**src/rtl/ga_pkg.sv**
```systemverilog
// Shared types and constants for the GA core: fitness word, tournament
// scheduler states and the 16-bit LFSR polynomial/seed.
package ga_pkg;
  localparam int FIT_W = 27;

  typedef logic signed [FIT_W-1:0] fitness_t;

  typedef enum logic [2:0] {
    IDLE = 3'd0,
    DRAW = 3'd1,
    RD_A = 3'd2,
    RD_B = 3'd3,
    CMP  = 3'd4,
    EMIT = 3'd5
  } tsched_state_e;

  // x^16 + x^14 + x^13 + x^11 + 1, bit i of the mask is polynomial term i+1
  localparam logic [15:0] LFSR_TAPS     = 16'hB400;
  localparam logic [15:0] LFSR_SEED_DEF = 16'hACE1;
endpackage

```
**src/rtl/ga_lfsr16.sv**
```systemverilog
// 16-bit Fibonacci LFSR with seed load and step enable; shared by the
// tournament scheduler and the mutation unit.
module ga_lfsr16
  import ga_pkg::*;
#(
  parameter logic [15:0] SEED = LFSR_SEED_DEF
) (
  input  logic        clk,
  input  logic        rst,
  input  logic        load,
  input  logic [15:0] seed_in,
  input  logic        en,
  output logic [15:0] state
);

  // An all-zero state would lock up the register, so a zero seed maps to SEED.
  always_ff @(posedge clk) begin
    if (rst)
      state <= SEED;
    else if (load)
      state <= (seed_in == 16'h0000) ? SEED : seed_in;
    else if (en)
      state <= {state[14:0], ^(state & LFSR_TAPS)};
  end

endmodule

```
**src/rtl/tournament_scheduler.sv**
```systemverilog
// Binary tournament selection: draws two distinct indices, reads both
// fitness values through one RAM port and emits the lower-fitness index.
module tournament_scheduler #(
  parameter int          POP_SIZE  = 16,
  parameter int          IDX_W     = $clog2(POP_SIZE),
  parameter int          FIT_W     = ga_pkg::FIT_W,
  parameter int          CNT_W     = 8,
  parameter logic [15:0] LFSR_SEED = ga_pkg::LFSR_SEED_DEF
) (
  input  logic                    clk,
  input  logic                    rst,
  input  logic                    start,
  input  logic [CNT_W-1:0]        n_parents,
  input  logic                    seed_we,
  input  logic [15:0]             seed_in,
  output logic [IDX_W-1:0]        fit_addr,
  input  logic signed [FIT_W-1:0] fit_data,
  output logic                    winner_valid,
  input  logic                    winner_ready,
  output logic [IDX_W-1:0]        winner_idx,
  output logic                    busy,
  output logic                    done
);
  import ga_pkg::*;

  tsched_state_e            state;
  logic [15:0]              lfsr;
  logic [CNT_W-1:0]         count, n_lat, count_nx;
  logic [IDX_W-1:0]         idx_a, idx_b;
  logic [IDX_W-1:0]         draw_a, draw_b_raw, draw_b;
  logic signed [FIT_W-1:0]  fit_a;
  logic                     hs;

  assign draw_a     = lfsr[IDX_W-1:0];
  assign draw_b_raw = lfsr[15 -: IDX_W];
  // Equal draws bump idx_b by one (mod POP_SIZE) so the pair is always distinct.
  assign draw_b     = (draw_b_raw == draw_a) ? draw_a + IDX_W'(1) : draw_b_raw;

  assign hs       = winner_valid && winner_ready;
  assign count_nx = count + CNT_W'(1);
  assign busy     = (state != IDLE);

  ga_lfsr16 #(.SEED(LFSR_SEED)) u_lfsr (
    .clk     (clk),
    .rst     (rst),
    .load    ((state == IDLE) && seed_we),
    .seed_in (seed_in),
    .en      (state == DRAW),
    .state   (lfsr)
  );

  // fit_addr is registered one state ahead so the RAM's one-cycle read
  // latency lands fit_a in RD_B and fit_b in CMP.
  always_ff @(posedge clk) begin
    if (rst) begin
      state        <= IDLE;
      count        <= '0;
      n_lat        <= '0;
      idx_a        <= '0;
      idx_b        <= '0;
      fit_a        <= '0;
      fit_addr     <= '0;
      winner_idx   <= '0;
      winner_valid <= 1'b0;
      done         <= 1'b0;
    end else begin
      done <= 1'b0;
      case (state)
        IDLE: begin
          if (start) begin
            if (n_parents == '0) begin
              done <= 1'b1;
            end else begin
              n_lat <= n_parents;
              count <= '0;
              state <= DRAW;
            end
          end
        end
        DRAW: begin
          idx_a    <= draw_a;
          idx_b    <= draw_b;
          fit_addr <= draw_a;
          state    <= RD_A;
        end
        RD_A: begin
          fit_addr <= idx_b;
          state    <= RD_B;
        end
        RD_B: begin
          fit_a <= fit_data;
          state <= CMP;
        end
        CMP: begin
          // lower fitness wins; ties go to idx_b
          winner_idx   <= (fit_a < fit_data) ? idx_a : idx_b;
          winner_valid <= 1'b1;
          state        <= EMIT;
        end
        EMIT: begin
          if (hs) begin
            winner_valid <= 1'b0;
            count        <= count_nx;
            if (count_nx == n_lat) begin
              done  <= 1'b1;
              state <= IDLE;
            end else begin
              state <= DRAW;
            end
          end
        end
        default: state <= IDLE;
      endcase
    end
  end

endmodule

```
**config.mk**
```make
export PLATFORM = sky130hd
export DESIGN_NAME = tournament_scheduler
export DESIGN_NICKNAME = d
export VERILOG_FILES = /design/src/rtl/ga_pkg.sv /design/src/rtl/ga_lfsr16.sv /design/src/rtl/tournament_scheduler.sv
export SDC_FILE = /design/constraint.sdc
export NUM_CORES = 1
export LEC_CHECK = 0
export CAP_MARGIN = 10
export CORE_MARGIN = 5
export CORE_UTILIZATION = 35
export CTS_BUF_LIST = sky130_fd_sc_hd__clkbuf_4 sky130_fd_sc_hd__clkbuf_8 sky130_fd_sc_hd__clkbuf_16
export DETAILED_ROUTE_END_ITERATION = 10
export GPL_TIMING_DRIVEN = 0
export PLACE_DENSITY = 0.58
export RECOVER_POWER = 25
export SLEW_MARGIN = 20
export SYNTH_ARGS = -nofsm -noshare
export SYNTH_HDL_FRONTEND = slang
export SYNTH_HIERARCHICAL = 1
export SYNTH_SLANG_ARGS = --single-unit
```
**constraint.sdc**
```tcl
create_clock -name clk -period 2.61 [get_ports clk]
set_input_delay 0.522 -clock clk [delete_from_list [all_inputs] [get_ports clk]]
set_output_delay 0.522 -clock clk [all_outputs]
set_load 0.05 [all_outputs]
```
; ---- Yosys cells after proc, flatten, opt, wreduce, memory -nomap -nowiden
; Index checks and enable logic that the tools add are counted.
[totals]
rom_bits = 0
latchBits = 0
out_inout_bits = 11
mem_bits_rw = 0
in_bits = 56
elab_cells = 62
mem_count = 0
regBits = 80
[op_classes]
shifts = 0
eq_ne = 10
mux = 22
n_addsub = 2
n_lt_le_gt_ge = 1
n_div = 0
n_reduce_logical = 15
multipliers = 0
bitwise = 1
[ops]
columns = cell, n
row1 = 16-bit two-way mux, 3
row2 = 27-bit < comparator, 1
row3 = 8-bit two-way mux, 3
row4 = 3-bit one-hot mux with 6 select lines, 1
row5 = 16-bit zero test, 1
row6 = 8-bit one-hot mux with 2 select lines, 1
row7 = 16-bit XOR reduction, 1
row8 = 3-bit two-way mux, 3
row9 = 8-bit by 1-bit adder with 8-bit output (second input constant), 1
row10 = 8-bit equality test, 1
row11 = 8-bit zero test, 1
row12 = 4-bit two-way mux, 2
row13 = 4-bit one-hot mux with 2 select lines, 1
row14 = 2-bit nonzero test, 4
row15 = 3-bit by 2-bit equality test with 1-bit output (second input constant), 2
row16 = 3-bit equality test (second input constant), 2
row17 = 1-bit two-way mux, 6
row18 = 2-bit != test (second input constant), 3
row19 = 3-bit AND reduction, 2
row20 = 4-bit by 1-bit adder with 4-bit output (second input constant), 1
row21 = 4-bit equality test, 1
row22 = 1-bit one-hot mux with 2 select lines, 2
row23 = 4-bit AND reduction, 1
row24 = 3-bit by 1-bit equality test with 1-bit output (second input constant), 1
row25 = other kinds (5), 6

; ---- Logic depth before layout (Yosys ltp)
; Gate-level depths: netlist of the first run.
[logic_depth]
ltp_word = 5
mapped_depth = 9
ltp_nobuf = 9

; ---- Hierarchy
; Netlist of the first run, hierarchy kept.
[modules_own_cells]
columns = mod, instances, cells_per_inst, area_per_inst_um2, seq_area_each_um2
row1 = tournament_scheduler, 1, 443, 3404.5, 1281.2
row2 = ga_lfsr16, 1, 87, 809.5, 320.3

; ---- Least setup slack after synthesis of the first run
; OpenSTA, ideal clock, no wires.
[synth_timing]
path_kind = register to register
startpoint = register state[2] (netlist name)
endpoint = register u_lfsr.state[6]
path_buffers = 3
path_slack_ns = 0.309
setup_ns = 0.117
required_ns = 2.493
t_arrival_ns = 2.183
period_less_slack_ns = 2.301
stages_incl_launch_ff = 9
path_cell_list = dfxtp_1 -> or3b_2 -> clkbuf_1 -> inv_2 -> clkbuf_1 -> buf_2 -> mux2_1 -> o22ai_1 -> nand2b_1
[synth_rtl]
columns = element, line
row1 = "end signal, assigned", ga_lfsr16.sv:21  ; state <= (seed_in == 16'h0000) ? SEED : seed_in;
row2 = "end signal, assigned", ga_lfsr16.sv:23  ; state <= {state[14:0], ^(state & LFSR_TAPS)};
row3 = "end, declared", ga_lfsr16.sv:13  ; output logic [15:0] state

; ---- Final worst setup path of the first run
[layout_timing]
startpoint = input fit_data[25]
endpoint = register winner_idx[3]
[layout_between]
elab_chain_len = 2
[layout_rtl]
columns = element, line
row1 = "start, declared", tournament_scheduler.sv:17  ; input logic signed [FIT_W-1:0] fit_data,
row2 = 27-bit < comparator, tournament_scheduler.sv:96  ; winner_idx <= (fit_a < fit_data) ? idx_a : idx_b;
row3 = 4-bit two-way mux, tournament_scheduler.sv:96
row4 = "end signal, assigned", tournament_scheduler.sv:96
row5 = "end, declared", tournament_scheduler.sv:20  ; output logic [IDX_W-1:0] winner_idx,
; No other way between the ends.
; A chain may end at the register's enable or synchronous reset.

==> metrics.md, run 1 <==
| Metric | Value |
|---|---|
| Outcome | `finished, final reports clean` |
| Crit-path max FO | `4` |
| Die area | `14,300 µm²` |
| Grt total ovfl | `0` |
| Post-Route Utilization | `0.455` |
| Final Skew | `0.00523 ns` |
| Root Buffer | `clkbuf_16` |
| Die H | `120 µm` |
| Total CTS buffers | `9` |
| H-tree depth | `3` |
| CP endpoint kind | `flip-flop` |
| Reg2Reg Depth | `7` |
| Global-route usage over all layers | `0.149` |
| Delay-heaviest family, CP | `compound AO/OA/AOI/OAI gates` |
| Crit path launch | `fit_data[25]` |
| Slew headroom | `0.569` |
| Final WL | `10,400 µm` |
| Share of cells above drive strength 1 | `0.0703` |
| Fmax | `405 MHz` |
| RD Place Congestion | `0.838` |
| Clk_lat worst skew | `0.34 ns` |
| Placed cells | `743` |
| Mapped Area | `4210 µm²` |
| Fraction of registers with async set/reset | `0` |
| GRT met1 Usage | `0.189` |
| Initial core utilization | `0.354` |
| Maximum VDD drop | `0.000454 V` |
| Hold depth | `2` |
| Crit-path max cell delay | `0.50 ns` |
| Syn nets | `614` |
| Antenna cells | `0` |
| ANT nets after route | `0` |
| Worst slew pin tran | `0.644 ns` |
| Final worst-path cycle share | `0.946` |
| Max_cap viols | `0` |
| Post-Place Worst Slack | `-0.341 ns` |
| # DRC | `0` |
| DR vias/cell | `5.04` |
| WP depth | `10` |
| Max clock buf depth | `2` |
| Sequential share of the synthesized area | `0.380` |
| Core Footprint | `11,900 µm²` |
| Initial antenna violation count | `0` |
| CP Cell Sequence | `clkdlybuf4s50_1 > inv_1 > ha_4 > nand4_4 > nor4_4 > nand2_1 > a2bb2oi_1 > a21oi_2 > o21ai_0 > a311oi_1` |
| Pleak | `2.06 nW` |
| Worst Hold Class | `flip-flop to flip-flop` |
| CTS tree | `done` |
| Hold Fails Final Rpt | `0` |
| Top_reg_cell synth | `dfxtp_1` |
| Fin crit period | `2.47 ns` |
| Final Max Tran Viols | `0` |
| Final #Nets | `691` |
| Met2 usage | `0.235` |
| Detail Placement HPWL | `7900 µm` |
| Fin area | `5420 µm²` |
| RSZ-0062 raised after global routing | `yes` |
| Reg-to-Reg Start | `state[2]$_SDFFE_PP0P_` |
| #FFs+latches synth | `80` |
| Largest net degree at the start of global routing | `13` |
| Warnings from Yosys | `6` |
| Setup violations, final | `0` |
| # IOs | `67` |
| Gr busiest metal | `met2` |
| CP startpoint kind | `input pin` |
| Clock tree sinks | `80` |
| Vias | `3,828` |
| Final cell count without fillers | `759` |
| Crit path max-delay cell type | `clkdlybuf4s50_1` |
| Met3 Resource Use GR | `0.0410` |
| Drt first pass iters | `4` |
| P&R area growth vs syn | `28.7%` |
| Crit Path Class | `input pin to flip-flop` |
| Yosys cell types | `53` |
| Commonest non-fill, non-tap cell in the layout | `nand2_1` |
| Clk slew on worst S/H paths | `0.06 ns` |
| Die Width | `120 µm` |
| Area after DPL | `5060 µm²` |
| Hold path start | `idx_a[3]$_SDFFE_PP0P_` |
| Crit path arrival time | `2.72 ns` |
| Number of synthesized flops with an enable pin | `0` |
| Cells after Synth | `530` |
| WP data required | `2.86 ns` |
| Final Worst Setup Slack | `0.140 ns` |
| DR iter-0 viols | `166` |
| Vias in the first global route | `3,751` |
| First-pass GRT wire length | `17,300 µm` |
| I/O Buffers | `66` |
| Worst path bufs/invs | `2` |
| Avg Cell Area, Syn | `7.95 µm²` |
| TNS Setup | `0 ns` |
| Routed len/inst | `13.7 µm` |
| Cell Pwr Density | `593 nW/µm²` |
| Site Rows | `40` |
| Most frequent cells in the layout | `nand2_1, dfxtp_1, a21oi_1` |
path summary, 6_finish.rpt:
path / endpoint / slack, ns
setup / recovery: winner_idx[3]$_SDFFE_PP0P_ / 0.14
hold / removal: idx_a[3]$_SDFFE_PP0P_ / 0.46
setup reg to reg: u_lfsr/state[6]$_SDFFE_PP1P_ / 0.31
hold reg to reg: idx_a[3]$_SDFFE_PP0P_ / 0.46
cell usage after synthesis (2+ instances only):
library cell	number	area [µm²]
nand2_1	100	375
dfxtp_1	80	1600
a21oi_1	72	360
nor2_1	46	173
inv_1	30	113
ha_1	28	350
clkbuf_1	18	67.6
o21ai_0	15	75.1
nand3_1	12	60.1
mux2i_1	11	110
xnor2_1	9	78.8
nand2b_1	8	50.1
xor2_1	8	70.1
nand4_1	7	43.8
nor3_1	7	35.0
o22ai_1	7	43.8
a31oi_1	6	37.5
mux2_2	6	67.6
a211oi_1	5	37.5
nor2b_1	5	31.3
a311oi_1	4	35.0
a22oi_1	3	22.5
and2_1	3	18.8
nor4_1	3	18.8
or3_1	3	18.8
or4_4	3	33.8
and4_1	2	17.5
buf_1	2	7.51
buf_2	2	10.0
nor3b_1	2	15.0
power by group:
part           internal, mW  leakage [nW]  switching [mW]  total [mW]
clock network         0.811         0.156           0.488        1.30
logic                 0.260          1.26           0.303       0.563
registers              1.29         0.651          0.0627        1.35
worst min-delay path, stage by stage, from the launching register on:
cell and delay (ns):
dfxtp_1 0.31, nand2_1 0.05, a21oi_1 0.05
cells by family after synthesis:
logic type / Yosys count / synth area share
compound gates: 124 / 0.174
flops: 80 / 0.380
mux: 18 / 0.0448
buf+inv: 54 / 0.0496
xor+xnor: 17 / 0.0353
fa+ha+maj: 28 / 0.0831
simple gates: 209 / 0.233
final cells by class:
type                       instances  area, µm²
buffer                            22       91.3
clock buffer                      13        268
clock inverter                     3       40.0
fill                            1159       6490
inverter                          31        116
multi-input combinational        396       2450
sequential                        80       1600
tap                              147        184
timing repair buffer              67        667
flip-flops by register name, indices dropped and copies added (netlist names), 4 cells and up:
signal        flops
winner_idx        4
idx_b             4
fit_addr          4
count             8
u_lfsr/state     16
fit_a            27
idx_a             4
n_lat             8
per-stage QoR:
stage / hold WS [ns] / total power [mW]
detailed placement: 0.450 / 1.94
global route: 0.473 / 3.38
global placement: 0.443 / 1.93
floorplan: 0.437 / 1.73
CTS: 0.458 / 3.25
finish: 0.457 / 3.22
repair_timing:
action / in CTS / in global routing
gates resized for setup: 2 / 8
hold buffers: 0 / 0
setup endpoints to repair: 2 / 13
setup buffers: 0 / 1
pin swaps: 0 / 8
per-layer routing:
| metal | part of all wire | routed length (µm) |
|---|---|---|
| met1 | 0.48 | 4970 |
| met2 | 0.46 | 4730 |
| met3 | 0.039 | 407 |
| met4 | 0.025 | 261 |
| met5 | 0 | 0 |
No activity file was read; power rests on OpenSTA's default activity.
==> run 2: changes to the inputs <==
Settings changed: CORE_UTILIZATION 35 to 54, PLACE_DENSITY 0.58 to 0.82.
==> run 2 against run 1 <==
Net effect:
- maximum frequency decreased by 0.59%
- critical endpoint is now winner_idx[1]$_SDFFE_PP0P_
- largest power group unchanged
- first-iteration DRC count up 17%
- sequential power about the same
- register-to-register slack lost 0.09 ns
- final area shrank 0.51%
- combinational power rose by 2%
- flip-flop and latch count did not move
==> metrics.md, run 2 (synthesized netlist as in run 1, its figures left out) <==
| Metric | Value |
|---|---|
| Outcome | `finished, final reports clean` |
| Maximum VDD drop | `0.000341 V` |
| RD Place Congestion | `0.891` |
| Post-Route Utilization | `0.705` |
| Fmax | `403 MHz` |
| CP Cell Sequence | `clkdlybuf4s50_1 > inv_1 > ha_1 > a21oi_1 > nand2_1 > a211o_1 > o2bb2ai_2 > nor3_4 > o21ai_1 > a311oi_1` |
| TNS Setup | `0 ns` |
| Final Skew | `0.00910 ns` |
| Final Max Tran Viols | `0` |
| I/O Buffers | `66` |
| Final cell count without fillers | `714` |
| # IOs | `67` |
| Hold depth | `3` |
| Site Rows | `32` |
| Clock tree sinks | `80` |
| Root Buffer | `clkbuf_8` |
| Core Footprint | `7650 µm²` |
| Placed cells | `698` |
| Final #Nets | `692` |
| Largest net degree at the start of global routing | `17` |
| Largest registers | `fit_a x27, u_lfsr/state x16` |
| Vias | `3,877` |
| Max clock buf depth | `2` |
| Initial antenna violation count | `0` |
| Die Width | `98.3 µm` |
| Die H | `98.3 µm` |
| First-pass GRT wire length | `16,200 µm` |
| Worst slew pin tran | `0.743 ns` |
| Most frequent cells in the layout | `nand2_1, dfxtp_1, a21oi_1` |
| Crit-path max FO | `4` |
| Crit path arrival time | `2.75 ns` |
| Hold Fails Final Rpt | `0` |
| Setup violations, final | `0` |
| Share of cells above drive strength 1 | `0.105` |
| CP endpoint kind | `flip-flop` |
| Area after DPL | `5000 µm²` |
| DR vias/cell | `5.43` |
| WP data required | `2.88 ns` |
| Max FFs per register | `27` |
| ANT nets after route | `0` |
| Clk_lat worst skew | `0.36 ns` |
| Initial core utilization | `0.551` |
| P&R area growth vs syn | `28.0%` |
| Total CTS buffers | `9` |
| Reg2Reg Depth | `7` |
| Final WL | `10,200 µm` |
| Drt first pass iters | `4` |
| Max_cap viols | `0` |
| Antenna cells | `0` |
| Cts hold-fix bufs | `0` |
| Crit Path Class | `input pin to flip-flop` |
| Detail Placement HPWL | `7400 µm` |
| Grt total ovfl | `0` |
| Crit-path max cell delay | `0.49 ns` |
| Largest Register | `fit_a` |
| # DRC | `0` |
| R2r setup slk | `0.22 ns` |
| Crit path max-delay cell type | `clkdlybuf4s50_1` |
| Fin crit period | `2.48 ns` |
| CP startpoint kind | `input pin` |
| Clk slew on worst S/H paths | `0.08 ns` |
| Global-route usage over all layers | `0.201` |
| Die area | `9670 µm²` |
| H-tree depth | `3` |
| Commonest non-fill, non-tap cell in the layout | `nand2_1` |
| Slew headroom | `0.503` |
| CTS tree | `done` |
| Vias in the first global route | `3,706` |
| Cell Pwr Density | `509 nW/µm²` |
| Fin area | `5400 µm²` |
| Fillers | `605` |
| Pleak | `2.14 nW` |
| Final worst-path cycle share | `0.952` |
| Worst Hold Class | `input pin to flip-flop` |
| Routed len/inst | `14.3 µm` |
| DR iter-0 viols | `195` |
==> run 2: changes by cell type in the layout (fill, tap and decap cells not counted), moves of 8 or more <==
cell and change:
ha_4 +8, clkdlybuf4s50_1 -18, inv_2 +11, clkbuf_8 +8
dlymetal6s2s_1 +16, clkbuf_16 -9, inv_1 -11, ha_1 -8
==> run 2: metal layers <==
| layer | global-route usage | up-vias | wire (µm) |
|---|---|---|---|
| met5 | 0 | - | 0 |
| met4 | 0.0620 | 0 | 137 |
| met3 | 0.0443 | 15 | 432 |
| met2 | 0.345 | 74 | 5010 |
| met1 | 0.252 | 1791 | 4640 |
| li1 | - | 1997 | - |
==> run 2: repair_timing <==
item,4_1_cts,5_1_grt
resized for setup,2,49
setup buffers,0,2
hold endpoints to repair,0,0
pin swaps,1,15
endpoints found under the setup margin,4,4
==> run 2: worst max-delay path: cells and delay by family <==
family / cells / cell delay, ns
buffers and inverters: 2 / 0.54
AO/OA/AOI/OAI: 5 / 1.02
adder cells (fa/ha/maj): 1 / 0.32
AND/OR/NAND/NOR: 2 / 0.35
==> run 2: area by class of cell <==
cell class / instances / area (µm²) / share of cell area
multi-input combinational: 396 / 2570 / 0.477
sequential: 80 / 1600 / 0.297
timing repair buffer: 68 / 714 / 0.132
clock buffer: 12 / 153 / 0.0283
tap: 102 / 128 / 0.0237
inverter: 31 / 116 / 0.0216
buffer: 22 / 88.8 / 0.0165
clock inverter: 3 / 18.8 / 0.00348
==> run 2: where the power goes <==
group	internal [mW]	switching, mW	total (mW)
sequential	1.29	0.0635	1.35
combinational	0.264	0.312	0.577
clock	0.386	0.429	0.815
==> run 2: through the flow <==
| step | hold WS [ns] | setup WS (ns) | power [mW] |
|---|---|---|---|
| after floorplan | 0.437 | 0.309 | 1.73 |
| after global placement | 0.445 | -0.300 | 1.91 |
| after detailed placement | 0.451 | -0.385 | 1.93 |
| after CTS | 0.462 | 0.0124 | 2.73 |
| after global routing | 0.447 | -0.0116 | 2.88 |
| final | 0.439 | 0.126 | 2.74 |
==> run 2: path summary, 6_finish.rpt <==
path | start | end
setup / recovery | fit_data[9] | winner_idx[1]$_SDFFE_PP0P_
hold / removal | fit_data[19] | fit_a[19]$_SDFFE_PP0N_
hold reg to reg | fit_a[0]$_SDFFE_PP0N_ | fit_a[0]$_SDFFE_PP0N_
setup reg to reg | state[2]$_SDFFE_PP0P_ | u_lfsr/state[6]$_SDFFE_PP1P_
